[config.mk]
export PLATFORM = sky130hd
export DESIGN_NAME = effect_echo
export DESIGN_NICKNAME = d
export VERILOG_FILES = /design/src/rtl/effect_echo_pkg.sv /design/src/rtl/effect_echo_mixer.sv /design/src/rtl/effect_echo.sv
export SDC_FILE = /design/constraint.sdc
export NUM_CORES = 1
export LEC_CHECK = 0
export ABC_AREA = 1
export CAP_MARGIN = 20
export CORE_AREA = 3 3 142 144
export CTS_CLUSTER_DIAMETER = 60
export DETAILED_ROUTE_END_ITERATION = 6
export DIE_AREA = 0 0 145 147
export HOLD_SLACK_MARGIN = 0.08
export PLACE_DENSITY = 0.76
export SETUP_SLACK_MARGIN = 0.1
export SLEW_MARGIN = 20
export SYNTH_ARGS = -nofsm -noshare
export SYNTH_HDL_FRONTEND = slang
export SYNTH_SLANG_ARGS = --single-unit
[constraint.sdc]
create_clock -name i_clk -period 7.13 [get_ports i_clk]
set_input_delay 1.0695 -clock i_clk [delete_from_list [all_inputs] [get_ports i_clk]]
set_output_delay 1.0695 -clock i_clk [all_outputs]
set_load 0.02 [all_outputs]
[src/rtl/effect_echo_pkg.sv]
// effect_echo_pkg
// Shared definitions for the echo stage: FSM state encoding, default
// delay-line geometry and the 16-bit saturation helper used by the mixer.
package effect_echo_pkg;

    localparam int BUF_DEPTH_DEF  = 32000;
    localparam int DELAY_STEP_DEF = 4000;
    localparam int BASE_ADDR_DEF  = 0;

    typedef enum logic [2:0] {
        S_IDLE,
        S_CLEAR,
        S_READ_REQ,
        S_READ_LATCH,
        S_MIX,
        S_WRITE
    } state_t;

    // Clamp a 19-bit signed sum into the signed 16-bit sample range.
    function automatic logic [15:0] sat16(input logic signed [18:0] v);
        if (v > 19'sh07FFF) begin
            return 16'h7FFF;
        end else if (v < 19'sh78000) begin
            return 16'h8000;
        end else begin
            return v[15:0];
        end
    endfunction

endpackage

[src/rtl/effect_echo_mixer.sv]
// echo_mixer
// Combinational wet mix: y = sat16(x + ((d * lvl) >>> 3)).
// Ports:
//   x_i   : signed 16-bit dry input sample
//   d_i   : signed 16-bit delayed sample read from the delay line
//   lvl_i : unsigned 3-bit weight in eighths
//   y_o   : signed 16-bit saturated result
import effect_echo_pkg::*;

module echo_mixer (
    input  logic [15:0] x_i,
    input  logic [15:0] d_i,
    input  logic [2:0]  lvl_i,
    output logic [15:0] y_o
);

    logic signed [18:0] d_ext;
    logic signed [18:0] lvl_ext;
    logic signed [18:0] prod;
    logic signed [18:0] scaled;
    logic signed [18:0] x_ext;
    logic signed [18:0] sum;

    // |d * lvl| <= 32768 * 7 fits in 19 signed bits, so no product bits are lost.
    assign d_ext   = {{3{d_i[15]}}, d_i};
    assign lvl_ext = {16'd0, lvl_i};
    assign prod    = d_ext * lvl_ext;
    // Arithmetic shift rounds toward minus infinity for negative products.
    assign scaled  = prod >>> 3;
    assign x_ext   = {{3{x_i[15]}}, x_i};
    assign sum     = x_ext + scaled;
    assign y_o     = sat16(sum);

endmodule

[src/rtl/effect_echo.sv]
// effect_echo
// Echo stage with a circular delay line in external SRAM. Each captured
// sample reads the slot 'dly' samples back, mixes it in, outputs the wet
// result and writes it back so echoes decay on every repeat. A 0->1 edge of
// i_enable first zero-fills the whole delay line.
// Ports:
//   i_clk, i_rst_n       : clock, synchronous active-low reset
//   i_valid, i_data      : input sample strobe and signed sample
//   i_enable             : 1 = echo, 0 = bypass
//   i_level, i_delay_sel : wet weight (eighths) and delay step select
//   i_sram_rdata         : SRAM read data
//   o_sram_addr/we_n/wdata : SRAM address, active-low write enable, write data
//   o_data, o_valid      : output sample and strobe
import effect_echo_pkg::*;

module effect_echo #(
    parameter int BUF_DEPTH  = BUF_DEPTH_DEF,
    parameter int BASE_ADDR  = BASE_ADDR_DEF,
    parameter int DELAY_STEP = DELAY_STEP_DEF
) (
    input  logic        i_clk,
    input  logic        i_rst_n,
    input  logic        i_valid,
    input  logic        i_enable,
    input  logic [2:0]  i_level,
    input  logic [2:0]  i_delay_sel,
    input  logic [15:0] i_data,
    input  logic [15:0] i_sram_rdata,
    output logic [19:0] o_sram_addr,
    output logic        o_sram_we_n,
    output logic [15:0] o_sram_wdata,
    output logic [15:0] o_data,
    output logic        o_valid
);

    localparam logic [19:0] DEPTH = 20'(BUF_DEPTH);
    localparam logic [19:0] LAST  = 20'(BUF_DEPTH - 1);
    localparam logic [19:0] BASE  = 20'(BASE_ADDR);
    localparam logic [19:0] STEP  = 20'(DELAY_STEP);

    state_t      state_q, state_d;
    logic        enable_q;
    logic [19:0] wptr_q, wptr_d;
    logic [19:0] clr_cnt_q, clr_cnt_d;
    logic [15:0] o_data_q, o_data_d;
    logic        byp_vld_q, byp_vld_d;
    logic [15:0] x_q, x_d;
    logic [2:0]  lvl_q, lvl_d;
    logic [19:0] dly_q, dly_d;
    logic [15:0] dat_q, dat_d;

    logic        en_rise;
    logic [19:0] rptr;
    logic [15:0] mix_y;

    assign en_rise = i_enable & ~enable_q;

    // Read slot lags the write slot by dly, wrapping below slot 0.
    assign rptr = (wptr_q >= dly_q) ? (wptr_q - dly_q) : (wptr_q + DEPTH - dly_q);

    echo_mixer u_mixer (
        .x_i   (x_q),
        .d_i   (dat_q),
        .lvl_i (lvl_q),
        .y_o   (mix_y)
    );

    always_comb begin
        state_d      = state_q;
        wptr_d       = wptr_q;
        clr_cnt_d    = clr_cnt_q;
        o_data_d     = o_data_q;
        byp_vld_d    = 1'b0;
        x_d          = x_q;
        lvl_d        = lvl_q;
        dly_d        = dly_q;
        dat_d        = dat_q;
        o_sram_addr  = 20'd0;
        o_sram_we_n  = 1'b1;
        o_sram_wdata = 16'd0;

        case (state_q)
            S_IDLE: begin
                if (en_rise) begin
                    state_d   = S_CLEAR;
                    clr_cnt_d = 20'd0;
                end else if (i_valid && enable_q) begin
                    // Controls are sampled here only; later changes wait for the next sample.
                    x_d     = i_data;
                    lvl_d   = i_level;
                    dly_d   = ({17'd0, i_delay_sel} + 20'd1) * STEP;
                    state_d = S_READ_REQ;
                end
            end
            S_CLEAR: begin
                o_sram_addr = BASE + clr_cnt_q;
                o_sram_we_n = 1'b0;
                if (clr_cnt_q == LAST) begin
                    state_d   = S_IDLE;
                    clr_cnt_d = 20'd0;
                    wptr_d    = 20'd0;
                end else begin
                    clr_cnt_d = clr_cnt_q + 20'd1;
                end
            end
            S_READ_REQ: begin
                o_sram_addr = BASE + rptr;
                state_d     = S_READ_LATCH;
            end
            S_READ_LATCH: begin
                o_sram_addr = BASE + rptr;
                dat_d       = i_sram_rdata;
                state_d     = S_MIX;
            end
            S_MIX: begin
                o_data_d = mix_y;
                state_d  = S_WRITE;
            end
            S_WRITE: begin
                o_sram_addr  = BASE + wptr_q;
                o_sram_we_n  = 1'b0;
                o_sram_wdata = o_data_q;
                wptr_d       = (wptr_q == LAST) ? 20'd0 : (wptr_q + 20'd1);
                state_d      = S_IDLE;
            end
            default: begin
                state_d = S_IDLE;
            end
        endcase

        // Bypass never touches the SRAM or the write pointer.
        if (i_valid && (((state_q == S_IDLE) && !enable_q) || (state_q == S_CLEAR))) begin
            byp_vld_d = 1'b1;
            o_data_d  = i_data;
        end
    end

    always_ff @(posedge i_clk) begin
        if (!i_rst_n) begin
            state_q   <= S_IDLE;
            enable_q  <= 1'b0;
            wptr_q    <= 20'd0;
            clr_cnt_q <= 20'd0;
            o_data_q  <= 16'd0;
            byp_vld_q <= 1'b0;
        end else begin
            state_q   <= state_d;
            enable_q  <= i_enable;
            wptr_q    <= wptr_d;
            clr_cnt_q <= clr_cnt_d;
            o_data_q  <= o_data_d;
            byp_vld_q <= byp_vld_d;
        end
    end

    // Sample-path holding registers are always rewritten before use.
    always_ff @(posedge i_clk) begin
        x_q   <= x_d;
        lvl_q <= lvl_d;
        dly_q <= dly_d;
        dat_q <= dat_d;
    end

    assign o_data  = o_data_q;
    assign o_valid = byp_vld_q | (state_q == S_WRITE);

endmodule

==> flow_summary.ini <==
[routing]
wl_mm = 27.33
dr.pass1.iters = 5
drc = 0
vias = 9866
viasPerCell = 5.379
drtIter0Drc = 586
antenna_left = 0
wl_per_cell_um = 14.90

[critical_path]
crit_fanout = 15
criticalPathCategory = flop to flop
crit_arrival_ps = 5570
startpoint_type = flop
cp.required_ps = 7320
end_kind = flop

[synthesis]
ys.warnings.count = 0
synthDominantCellAreaShare_pct = 13.81
yosysSeqAreaShare_pct = 24.97
async_flop_share_pct = 0
synth_commonest_cells = nand2_1, inv_1, a21oi_1, ha_1, nor2_1
synth_top_area_cell = ha_1
ys_seq_elements = 107
synthTopCellsByArea = ha_1, edfxtp_1, nand2_1, dfxtp_1, inv_1
synth.most_common_cell = nand2_1
yosys.cell_types.count = 47
synth_area_um2 = 10420
synthFlopType = dfxtp_1
synth.avg_cell_area_um2 = 7.004
synth_cells = 1488
syn-num-nets = 1673
synth_edf_count = 46

[floorplan]
dieArea_um2 = 21320
io_pins = 96
fp.dieW_um = 145
die_y_um = 147
core_area_um2 = 18830
num_rows = 50
initial_core_util_pct = 55.34

[job]
cap_viol_max_count = 0

[global_routing]
antenna_found_initial = 0
overflow = 0
grt_use_total_pct = 25.37
grt_pass1_wl_mm = 45.04
grt_pass1_vias = 9539
grt_start_max_net_pins = 36

[cts]
clk_pin_slew_ps = 80
clkLatencyLatePin_ps = 360
cts_buffer_depth = 2
h-tree-depth = 3
cts-root-buf = clkbuf_16
hold_buffers = 0
cts_resized = 0
clock_sinks = 107
postCtsSetupRepairBufs = 0
cts_tree = done
cts_made_buffers = 9

[timing]
tns_ps = 0
setup_viol = 0
rsz0062_at_grt = false
period_share_pct = 75.41
fmax_ghz = 0.1860
fin_skew_ps = 8.075
slew_headroom_pct = 34.34
drv_slew = 0
hold_viol = 0
fin_crit_ps = 5377
tightest_slew_ps = 984.8

[power_and_ir_drop]
p_per_area_nw_per_um2 = 184.1
total_power_mw = 2.192
ir_drop_mv = 0.1193
leakage_nw = 5.808

[layout]
syn_to_final_growth_pct = 14.23
nets = 1754
diodes = 0
drive_gt1_share_pct = 3.494
n_fill_cell = 1742

[placement]
dp_hpwl_mm = 21.70
place.port_buffers = 95
gp_congestion = 0.9818

[run_status]
outcome = complete, no violations

[worst_hold_path]
min_path_type = flop to flop
## kinds of logic after synthesis
kind of cell	share of synthesized area (%)
simple gates	24.83
buf+inv	12.02
compound gates	13.62
fa+ha+maj	19.19
flops	24.97
xor+xnor	5.379
## flip-flops by register name, indices dropped and copies added, names as in the netlist
signal     flops
dly_q         11
o_data        16
dat_q         16
clr_cnt_q     20
wptr_q        20
enable_q       1
x_q           16
byp_vld_q      1
lvl_q          3
state_q        3
## metal layers
layer / GRT usage [%] / wire length, um / up-vias
li1: - / - / 4955
met1: 31.58 / 11630 / 4527
met2: 44.13 / 13080 / 318
met3: 3.239 / 1557 / 66
met4: 11.64 / 1063 / 0
met5: 0 / 0 / -
## through the flow
step	hold WS [ps]	cells	utilization, %	instance area (um2)	setup WS [ps]
global placement	475.3	1818	61.65	11610	2024
finish	493.6	1834	63.22	11900	1753
floorplan	472.1	1488	-	10420	2743
CTS	495.5	1834	63.22	11900	1796
detailed placement	482.8	1818	61.65	11610	1809
global route	527.3	1834	63.22	11900	1330
## placed cells by master (no fill, tap or decap), types with 5 or more instances in the layout
| cell type | synthesis | routed |
|---|---|---|
| nand4_1 | 20 | 20 |
| o21bai_1 | 7 | 7 |
| nand2_2 | 6 | 6 |
| xnor2_1 | 16 | 16 |
| nor2_1 | 102 | 101 |
| clkbuf_16 | 0 | 9 |
| a21oi_1 | 121 | 121 |
| o221ai_1 | 12 | 12 |
| nor3_1 | 20 | 19 |
| nand2_1 | 329 | 329 |
| dfxtp_1 | 61 | 61 |
| fa_1 | 28 | 28 |
| o22ai_1 | 5 | 5 |
| ha_1 | 115 | 115 |
| o211ai_1 | 7 | 7 |
| o21a_1 | 5 | 5 |
| buf_4 | 5 | 8 |
| a31oi_1 | 8 | 8 |
| edfxtp_1 | 46 | 46 |
| nand3b_1 | 5 | 5 |
| or2_2 | 10 | 10 |
| o21ai_1 | 7 | 7 |
| xor2_1 | 48 | 48 |
| o21ai_0 | 56 | 56 |
| clkdlybuf4s50_1 | 0 | 95 |
| inv_1 | 289 | 289 |
| nand3_1 | 95 | 95 |
| a22oi_1 | 9 | 9 |
## cell type report
type	count	area [um2]	area share, %
clock inverter	5	62.56	0.5255
tap	260	325.3	2.733
multi-input combinational	1056	6574	55.22
clock buffer	11	232.7	1.955
sequential	107	2603	21.86
timing repair buffer	103	1011	8.493
inverter	292	1096	9.207
## path summary, 6_finish.rpt
check | start | to | slack, ps | cells after the start
setup / recovery | lvl_q[1] | o_data[1] | 1750 | 24
hold / removal | o_data[14] | o_data[14] | 490 | 2
hold reg to reg | o_data[14] | o_data[14] | 490 | 2
setup reg to reg | lvl_q[1] | o_data[1] | 1750 | 24
## where the power goes
part	total, mW	internal (mW)	switching, mW	leakage [nW]
Combinational	0.952	0.359	0.593	4.75
Clock	0.513	0.276	0.237	0.143
Sequential	0.727	0.692	0.0354	0.914
Total	2.19	1.33	0.865	5.81
## worst max-delay path: stages (launching register included)
cell	delay, ps
edfxtp_1	590
nand2_1	140
inv_1	50
ha_1	310
fa_1	570
inv_1	70
fa_1	450
nand3b_1	170
nand2_1	160
nand2_1	70
nand3_1	130
nand2_1	70
a31oi_1	170
xor2_1	280
ha_1	310
nand2_1	90
nand2_1	70
nand2_1	60
nand2_1	60
a21oi_1	230
nand2_1	110
nand2_1	70
nand2_1	60
a21oi_1	760
a21oi_1	160
Power figures use the tool's default switching activity.
